[config.mk]
export PLATFORM = sky130hd
export DESIGN_NAME = mips_multicycle_ctrl
export DESIGN_NICKNAME = d
export VERILOG_FILES = /design/src/rtl/mips_ctrl_pkg.sv /design/src/rtl/mips_ctrl_outdec.sv /design/src/rtl/mips_multicycle_ctrl.sv
export SDC_FILE = /design/constraint.sdc
export NUM_CORES = 1
export LEC_CHECK = 0
export BUFFER_PORTS_ARGS = -buffer_cell sky130_fd_sc_hd__buf_2
export CAP_MARGIN = 5
export CORE_AREA = 2 2 39 41
export DETAILED_ROUTE_END_ITERATION = 8
export DIE_AREA = 0 0 41 43
export PLACE_DENSITY = 0.72
export SYNTH_ARGS = -nofsm -noshare
export SYNTH_HDL_FRONTEND = slang
export SYNTH_SLANG_ARGS = --single-unit
[constraint.sdc]
create_clock -name clk -period 3.4 [get_ports clk]
set_input_delay 0.34 -clock clk [delete_from_list [all_inputs] [get_ports clk]]
set_output_delay 0.34 -clock clk [all_outputs]
set_load 0.01 [all_outputs]
[src/rtl/mips_ctrl_pkg.sv]
// Shared encodings for the multicycle MIPS main controller: state codes, opcodes,
// datapath mux selects and the packed control word produced by the output decoder.
package mips_ctrl_pkg;

  typedef enum logic [3:0] {
    S_RESET  = 4'd0,
    S_FETCH  = 4'd1,
    S_DECODE = 4'd2,
    S_MEMADR = 4'd3,
    S_MEMRD  = 4'd4,
    S_MEMWB  = 4'd5,
    S_MEMWR  = 4'd6,
    S_EXEC   = 4'd7,
    S_ALUWB  = 4'd8,
    S_BRANCH = 4'd9,
    S_ADDIEX = 4'd10,
    S_ADDIWB = 4'd11,
    S_JUMP   = 4'd12
  } state_e;

  localparam logic [5:0] OP_RTYPE = 6'b000000;
  localparam logic [5:0] OP_LW    = 6'b100011;
  localparam logic [5:0] OP_SW    = 6'b101011;
  localparam logic [5:0] OP_BEQ   = 6'b000100;
  localparam logic [5:0] OP_ADDI  = 6'b001000;
  localparam logic [5:0] OP_J     = 6'b000010;

  localparam logic [1:0] ALUSRCB_REGB  = 2'b00;
  localparam logic [1:0] ALUSRCB_FOUR  = 2'b01;
  localparam logic [1:0] ALUSRCB_IMM   = 2'b10;
  localparam logic [1:0] ALUSRCB_IMMSH = 2'b11;

  localparam logic [1:0] ALUOP_ADD   = 2'b00;
  localparam logic [1:0] ALUOP_SUB   = 2'b01;
  localparam logic [1:0] ALUOP_FUNCT = 2'b10;

  localparam logic [1:0] PCSRC_ALU    = 2'b00;
  localparam logic [1:0] PCSRC_ALUOUT = 2'b01;
  localparam logic [1:0] PCSRC_JUMP   = 2'b10;

  typedef struct packed {
    logic       pc_write;
    logic       branch;
    logic       i_or_d;
    logic       mem_read;
    logic       mem_write;
    logic       ir_write;
    logic       reg_dst;
    logic       mem_to_reg;
    logic       reg_write;
    logic       alu_src_a;
    logic [1:0] alu_src_b;
    logic [1:0] alu_op;
    logic [1:0] pc_src;
  } ctrl_t;

endpackage

[src/rtl/mips_ctrl_outdec.sv]
// Moore output decoder: maps the controller state to its datapath control word.
// Unused state codes decode to an all-zero word.
module mips_ctrl_outdec
  import mips_ctrl_pkg::*;
(
  input  logic [3:0] state_i,
  output ctrl_t      ctrl_o
);

  always_comb begin
    ctrl_o = '0;
    case (state_i)
      S_FETCH: begin
        ctrl_o.mem_read  = 1'b1;
        ctrl_o.ir_write  = 1'b1;
        ctrl_o.pc_write  = 1'b1;
        ctrl_o.alu_src_b = ALUSRCB_FOUR;
      end
      // Branch target is precomputed here so BRANCH only needs the compare.
      S_DECODE: ctrl_o.alu_src_b = ALUSRCB_IMMSH;
      S_MEMADR, S_ADDIEX: begin
        ctrl_o.alu_src_a = 1'b1;
        ctrl_o.alu_src_b = ALUSRCB_IMM;
      end
      S_MEMRD: begin
        ctrl_o.mem_read = 1'b1;
        ctrl_o.i_or_d   = 1'b1;
      end
      S_MEMWB: begin
        ctrl_o.reg_write  = 1'b1;
        ctrl_o.mem_to_reg = 1'b1;
      end
      S_MEMWR: begin
        ctrl_o.mem_write = 1'b1;
        ctrl_o.i_or_d    = 1'b1;
      end
      S_EXEC: begin
        ctrl_o.alu_src_a = 1'b1;
        ctrl_o.alu_op    = ALUOP_FUNCT;
      end
      S_ALUWB: begin
        ctrl_o.reg_write = 1'b1;
        ctrl_o.reg_dst   = 1'b1;
      end
      S_BRANCH: begin
        ctrl_o.alu_src_a = 1'b1;
        ctrl_o.alu_op    = ALUOP_SUB;
        ctrl_o.pc_src    = PCSRC_ALUOUT;
        ctrl_o.branch    = 1'b1;
      end
      S_ADDIWB: ctrl_o.reg_write = 1'b1;
      S_JUMP: begin
        ctrl_o.pc_write = 1'b1;
        ctrl_o.pc_src   = PCSRC_JUMP;
      end
      default: ctrl_o = '0;
    endcase
  end

endmodule

[src/rtl/mips_multicycle_ctrl.sv]
// Main control FSM for the multicycle MIPS datapath.
// Define MEM_WAIT_EN to make FETCH/MEMRD/MEMWR wait for mem_ready.
module mips_multicycle_ctrl
  import mips_ctrl_pkg::*;
#(
  parameter int OPCODE_W = 6,
  parameter int STATE_W  = 4
) (
  input  logic                clk,
  input  logic                rst_n,
  input  logic [OPCODE_W-1:0] opcode,
  input  logic                zero,
  input  logic                mem_ready,
  output logic                pc_en,
  output logic                i_or_d,
  output logic                mem_read,
  output logic                mem_write,
  output logic                ir_write,
  output logic                reg_dst,
  output logic                mem_to_reg,
  output logic                reg_write,
  output logic                alu_src_a,
  output logic [1:0]          alu_src_b,
  output logic [1:0]          alu_op,
  output logic [1:0]          pc_src,
  output logic                illegal_op,
  output logic [STATE_W-1:0]  state_o
);

  logic [3:0] state_q, state_d;
  ctrl_t      ctrl;
  logic       mem_stall;
  logic       fetch_hold;

`ifdef MEM_WAIT_EN
  assign mem_stall = ~mem_ready;
`else
  logic unused_mem_ready;
  assign unused_mem_ready = mem_ready;
  assign mem_stall        = 1'b0;
`endif

  always_ff @(posedge clk or negedge rst_n) begin
    if (!rst_n) state_q <= S_RESET;
    else        state_q <= state_d;
  end

  always_comb begin
    state_d    = state_q;
    illegal_op = 1'b0;
    case (state_q)
      S_RESET: state_d = S_FETCH;
      S_FETCH: if (!mem_stall) state_d = S_DECODE;
      S_DECODE: begin
        case (opcode)
          OPCODE_W'(OP_LW), OPCODE_W'(OP_SW): state_d = S_MEMADR;
          OPCODE_W'(OP_RTYPE):                state_d = S_EXEC;
          OPCODE_W'(OP_BEQ):                  state_d = S_BRANCH;
          OPCODE_W'(OP_ADDI):                 state_d = S_ADDIEX;
          OPCODE_W'(OP_J):                    state_d = S_JUMP;
          default: begin
            state_d    = S_FETCH;
            illegal_op = 1'b1;
          end
        endcase
      end
      S_MEMADR: state_d = (opcode == OPCODE_W'(OP_SW)) ? S_MEMWR : S_MEMRD;
      S_MEMRD:  if (!mem_stall) state_d = S_MEMWB;
      S_MEMWR:  if (!mem_stall) state_d = S_FETCH;
      S_EXEC:   state_d = S_ALUWB;
      S_ADDIEX: state_d = S_ADDIWB;
      default:  state_d = S_FETCH;
    endcase
  end

  mips_ctrl_outdec u_outdec (
    .state_i (state_q),
    .ctrl_o  (ctrl)
  );

  // A stalled fetch keeps the read request up but must not latch IR or advance PC.
  assign fetch_hold = (state_q == S_FETCH) && mem_stall;

  assign pc_en      = (ctrl.pc_write & ~fetch_hold) | (ctrl.branch & zero);
  assign ir_write   = ctrl.ir_write & ~fetch_hold;
  assign i_or_d     = ctrl.i_or_d;
  assign mem_read   = ctrl.mem_read;
  assign mem_write  = ctrl.mem_write;
  assign reg_dst    = ctrl.reg_dst;
  assign mem_to_reg = ctrl.mem_to_reg;
  assign reg_write  = ctrl.reg_write;
  assign alu_src_a  = ctrl.alu_src_a;
  assign alu_src_b  = ctrl.alu_src_b;
  assign alu_op     = ctrl.alu_op;
  assign pc_src     = ctrl.pc_src;
  assign state_o    = STATE_W'(state_q);

endmodule

### Word level (Yosys, flattened, before mapping)

Index checks and enable logic that the tools add are counted.

* register bits after elaboration: 4
* latch bits: 0
* memory bits (writable): 0
* memory bits (read-only): 0
* input bits: 10
* output and inout port bits: 20
* word-level logic and storage cells: 47
* memories kept: 0

* $add $sub $neg: 0
* $mul: 0
* div/mod/pow operators: 0
* $lt $le $gt $ge: 0
* eq/ne operators: 17
* shifts and indexed selects: 0
* mux-type cells: 18
* bitwise logic cells: 2
* reductions and logical operators: 9

Operators with widths (count)
* $pmux 4 s6: 1
* $eq 4x4->1 const B: 5
* $pmux 4 s5: 1
* $eq 4x3->1 const B: 4
* $eq 6x6->1 const B: 2
* $mux 1: 12
* $reduce_or 2->1: 5
* $eq 4x2->1 const B: 2
* $pmux 2 s2: 2
* $eq 6x2->1 const B: 1
* $eq 6x3->1 const B: 1
* $eq 6x4->1 const B: 1
* $logic_not 6->1: 1
* $pmux 2 s3: 1
* $reduce_or 6->1: 1
* $eq 4x1->1 const B: 1
* $reduce_or 4->1: 1
* $reduce_or 3->1: 1
* $mux 2: 1
* $and 1x1->1: 1
* $or 1x1->1: 1

### Longest topological paths before layout

Gate-level depths: netlist of the first run.

* depth in word-level cells: 4
* mapped depth: 5
* mapped depth without buffers: 3

### By module

Synthesis of the first run repeated with hierarchy kept, for this count alone.

* cell total of the unflattened synthesis: 71
* area, all modules: 565.5 um2

By module, submodules not included
* mips_multicycle_ctrl: times used 1, cells each 38, area an instance 341.6 um2, seq. area each 100.1 um2
* mips_ctrl_outdec: times used 1, cells each 33, area an instance 224.0 um2, seq. area each 0.0 um2

### Least setup slack after synthesis of the first run

No wires, ideal clock.

* kind: reg2out
* start point: reg state_q[0] (netlist: state_o[0])
* end point: out illegal_op
* arrival: 1.495 ns
* required time: 3.060 ns
* path slack: 1.565 ns
* stages on the path, launching flop included: 4
* buffers on the path: 1
* cell sequence: dfrtp_1 -> clkbuf_1 -> nand2b_1 -> a2111oi_0

* cells in the longest elaborated chain, start to end: 2

Ends and longest elaborated chain
* start: declaration: line mips_multicycle_ctrl.sv:30 `logic [3:0] state_q, state_d;`
* start signal: assignment: line mips_multicycle_ctrl.sv:45 `else state_q <= state_d;`
* $eq 4x2->1: line mips_multicycle_ctrl.sv:51 `case (state_q)`
* $mux 1: line mips_multicycle_ctrl.sv:51
* end: declaration: line mips_multicycle_ctrl.sv:26 `output logic illegal_op,`

No other way between the ends.

### Final worst setup path of the first run

* start point: reg state_q[1] (netlist: state_o[1])
* end point: out illegal_op

The elaborated chain is that of the path after synthesis.

==> results of run 1 <==
[what timing repair did]
action / in CTS / in global routing
buffers inserted: 0 / 0
endpoints found under the hold margin: 4 / 0
hold buffers: 1 / 0
[where the power goes]
group / switching [mW] / total, mW / leakage (nW) / internal [mW]
Combinational: 0.146 / 0.294 / 0.274 / 0.148
Clock: 0.0178 / 0.0572 / 0.0138 / 0.0393
Sequential: 0.0751 / 0.140 / 0.0511 / 0.0645
[worst max path at each step]
stage                         startpoint    endpoint  slack [ps]  cells after the start
global route        state_o[1]$_DFF_PN0_  illegal_op        1090                      3
finish              state_o[1]$_DFF_PN0_  illegal_op        1280                      3
global placement    state_o[1]$_DFF_PN0_  illegal_op        1600                      3
floorplan           state_o[0]$_DFF_PN0_  illegal_op        1560                      3
detailed placement  state_o[1]$_DFF_PN0_  illegal_op        1530                      3
CTS                 state_o[1]$_DFF_PN0_  illegal_op        1280                      3
[cell families after synthesis]
logic type	synth area share, %
multiplexers	3.94
XOR/XNOR	5.17
AND/OR/NAND/NOR	40.2
buffers and inverters	6.16
AO/OA/AOI/OAI	22.9
flip-flops	19.7
adder cells (fa/ha/maj)	1.97
[final cells by class]
cell class              count  area, um2
fillers                   141        707
flip-flops and latches      4        100
clock buffers               3       22.5
multi-input cells          57        377
inverters                   2       7.51
repair buffers             29        150
well taps                  16       20.0
[routing by layer]
layer / vias to the layer above / routed length, um
met2: 13 / 565
met5: - / 0
met3: 0 / 64
met4: 0 / 0
li1: 308 / -
met1: 264 / 578
[placed cells by master (no fill, tap or decap)]
master and n:
a21oi_1 4, mux2i_1 2, nor3_1 7, xnor2_1 2, nand2b_1 6, or3b_2 2, dlygate4sd3_1 1, or3_2 1
clkbuf_4 3, a211oi_1 1, nand3b_1 3, o41ai_1 1, nand4b_1 1, o31ai_1 1, xor2_1 1, o21ai_0 3
nand3_1 3, or3_4 1, maj3_1 1, a21o_1 3, a2111oi_0 1, dfrtp_1 4, a211o_1 1, or3_1 1
o22a_1 1, buf_2 28, or4_1 1, nor2_1 5, inv_1 2, nand2_1 2, o2bb2ai_1 1, nor4b_1 1
==> results.cfg, run 1 <==
[run_status]
status = finished clean

[floorplan]
row_count = 14
core-area_um2 = 1380
die_w_um = 41
initial_core_util_pct = 36.7
ioPinCount = 30
die_height_um = 43
die_area_um2 = 1760

[routing]
totalWireLength_um = 1210
wl_per_cell_um = 10.9
drc_errors = 0
drt_first_iter_violations = 8
viasPerCell = 5.27
ant_nets = 0
route.vias.total = 585
dr.pass1.iters = 4

[critical_path]
crit_family = flip-flops
rrSetupSlack_ps = 1770
path_cells = nand2b_1, a2111oi_0, buf_2
end_kind = primary output
critical_path_class = flop to primary output
reg2reg_from = state_o[1]$_DFF_PN0_
critPathMaxStageDelay_ps = 660
cp-start-kind = flop
critPathRequiredTime_ps = 3060
r2r_end = state_o[0]$_DFF_PN0_
critPathBufInv = 1
r2r_cells = 3
worst_ep_arrival_time_ps = 1780
path_max_fanout = 17
slowest_stage = dfrtp_1

[global_route]
antenna_found_initial = 0
overflow = 0
grt_pass1_wl_um = 1990
grt_pass1_vias = 466
use_met2_pct = 20.9
grt_use_met1_pct = 24.3
grt_use_met3_pct = 4.71
grt_max_degree = 20
grt_usage_pct = 15.8
grt-busiest-layer = met1

[cells_and_area]
diodes = 0
largest_reg_flops = 4
fin_nets = 107
fin_util_pct = 48.9
drive_gt1_share_pct = 36.8
area_growth_pct = 33.3
stdcell_count = 111
fin_area_um2 = 677

[sta]
skew_ps = 4.03
setup-tns-final_ps = 0
relSlewSlack_pct = 65.4
finalWorstSetupSlack_ps = 1280
timing.hold.ws_ps = 435
min_period_over_period_pct = 62.3
setup-violations-final = 0
worst_pin_slew_ps = 520
fmax_mhz = 472
finalCriticalPeriod_ps = 2120
rsz0062_at_grt = false
finalMaxSlewViolations = 0
hold_viol = 0

[clock_network]
clk_latency_ps = 230
cts.htree.levels = 1
clkTransAtPathRegs_ps = 40
numCtsBuffers = 3
cts_tree = done
cts_resized = 0
cts.root.buffer_cell = clkbuf_4
clockBufferDepth = 2
cts.sinks = 4

[yosys]
synth-edff-count = 0
synthDistinctLibCells = 31
yosys.area.top_type_share_pct = 19.7
synth_ff_type = dfrtp_1
yosysSeqAreaShare_pct = 19.7
syn_area_um2 = 508
async_flop_share_pct = 100
synth.largest_area_cell = dfrtp_1
synth.area.top_cells = dfrtp_1 20%, nand2b_1 7.4%, nor3_1 6.9%
synth_cells = 69
ys_warn_count = 0
synth_common_cells = 7 x nor3_1, 6 x nand2b_1, 5 x clkbuf_1, 5 x nor2_1
synth_seq_cells = 4
syn-num-nets = 79
syn_avg_cell_area_um2 = 7.36
synth.most_common_cell = nor3_1

[job]
cap_violations = 0

[power]
p_per_area_nw_per_um2 = 725
leakage_nw = 0.339
fin_total_pwr_uw = 491
ir_worst_vdd_uv = 336

[placement]
portBuffers = 28
dp_cells = 107
hpwl_um = 877
dp_slack_ps = 1530
gp_congestion = 0.770
dpl-instance-area_um2 = 644

[worst_hold_path]
hold_class = input pin to asynchronous set/reset pin
Note: power is estimated with default switching activity, not from simulation.
==> run 2: changes to the inputs <==
Clock period 3.4 ns to 2.18 ns, I/O delays scaled along.
==> run 2 against run 1 <==
  * Combinational power is 85% higher
  * Register-to-register slack worse by 1200 ps
  * Highest routed layer unchanged
  * First-iteration DRC count is 38% lower
  * Final area is 2.2% higher
  * Largest power group unchanged
==> results.cfg, run 2 (synthesis results as in run 1) <==
[floorplan]
initial_core_util_pct = 36.7
ioPinCount = 30
core-area_um2 = 1380
die_area_um2 = 1760
row_count = 14
die_w_um = 41
die_height_um = 43

[cells_and_area]
n_fill_cell = 147
fin_nets = 109
drive_gt1_share_pct = 38.1
stdcell_count = 113
final_common_cell = buf_2
final_cell_mix = 28 x buf_2, 7 x nor3_1, 6 x nand2b_1, 5 x nor2_1
fin_util_pct = 50.0
largest_reg_flops = 4
diodes = 0
area_growth_pct = 36.2

[sta]
setup-tns-final_ps = 0
finalMaxSlewViolations = 0
min_period_over_period_pct = 82.9
skew_ps = 2.54
timing.hold.ws_ps = 316
hold_viol = 0
worst_pin_slew_ps = 482
rsz0062_at_grt = false
fmax_mhz = 553
finalCriticalPeriod_ps = 1810
relSlewSlack_pct = 67.9
setup-violations-final = 0

[routing]
drt_first_iter_violations = 5
drc_errors = 0
totalWireLength_um = 1230
viasPerCell = 5.19
route.vias.total = 586
wl_per_cell_um = 10.9
ant_nets = 0
dr.pass1.iters = 4

[clock_network]
cts_resized = 0
numCtsBuffers = 3
clk_latency_ps = 230
hold_buffers = 1
cts_tree = done
cts.htree.levels = 1
cts.root.buffer_cell = clkbuf_4
cts.sinks = 4
clockBufferDepth = 2
clkTransAtPathRegs_ps = 40
post_cts_buffers = 0

[critical_path]
cp-start-kind = flop
path_max_fanout = 18
critical_path_class = flop to primary output
path_cells = nand2b_1, mux2i_1, o2bb2ai_1, buf_2
worst_ep_arrival_time_ps = 1590
slowest_stage = dfrtp_1
end_kind = primary output
critPathRequiredTime_ps = 1960
critPathMaxStageDelay_ps = 630

[global_route]
grt_max_degree = 19
antenna_found_initial = 0
grt_usage_pct = 15.1
grt_pass1_wl_um = 1890
overflow = 0
grt_pass1_vias = 475

[power]
leakage_nw = 0.349
ir_worst_vdd_uv = 498
p_per_area_nw_per_um2 = 1150

[placement]
portBuffers = 28
dp_cells = 109
hpwl_um = 903
gp_congestion = 0.780

[run_status]
status = finished clean

[job]
cap_violations = 0

[worst_hold_path]
hold_class = input pin to asynchronous set/reset pin
-- run 2: changes by cell type in the layout (fill, tap and decap cells not counted) --
| cell | before | now |
|---|---|---|
| buf_4 | 0 | 2 |
-- run 2: metal layers --
| layer | global-route usage [%] | wire (um) | vias up |
|---|---|---|---|
| met1 | 20.9 | 571 | 257 |
| met2 | 21.3 | 585 | 15 |
| met3 | 6.28 | 72 | 0 |
| met5 | 0 | 0 | - |
| li1 | - | - | 314 |
| met4 | 4.00 | 0 | 0 |
-- run 2: worst max-delay path, delay by kind of cell (launching register included) --
family	cells	cell delay, ps
multiplexers	1	190
flip-flops	1	630
AO/OA/AOI/OAI	1	130
AND/OR/NAND/NOR	1	260
buffers and inverters	1	150
-- run 2: path summary, 6_finish.rpt --
check,cells past startpoint,slack [ps],startpoint,endpoint
min in group clk,3,320,opcode[4],state_o[3]$_DFF_PN0_
setup / recovery,4,370,state_o[3]$_DFF_PN0_,alu_src_a
hold reg to reg,2,750,state_o[0]$_DFF_PN0_,state_o[3]$_DFF_PN0_
max in group asynchronous,2,1740,rst_n,state_o[3]$_DFF_PN0_
hold / removal,2,320,rst_n,state_o[0]$_DFF_PN0_
setup reg to reg,4,590,state_o[1]$_DFF_PN0_,state_o[0]$_DFF_PN0_
-- run 2: per-stage QoR --
step | area (um2) | total power, mW | setup slack [ps]
floorplan | 508 | 0.518 | 467
global placement | 659 | 0.697 | 620
detailed placement | 659 | 0.705 | 602
CTS | 692 | 0.802 | 344
global route | 692 | 0.878 | 215
finish | 692 | 0.794 | 372
-- run 2: final cells by class --
cell class              count  area [um2]  area share (%)
clock buffers               3        22.5            3.25
flip-flops and latches      4         100            14.5
multi-input cells          57         377            54.4
inverters                   2        7.51            1.08
repair buffers             31         165            23.9
well taps                  16        20.0            2.89
-- run 2: where the power goes --
part	leakage (nW)	internal, mW	switching (mW)
Clock	0.0138	0.0614	0.0281
Sequential	0.0511	0.102	0.0578
Combinational	0.284	0.254	0.291
Total	0.349	0.417	0.377
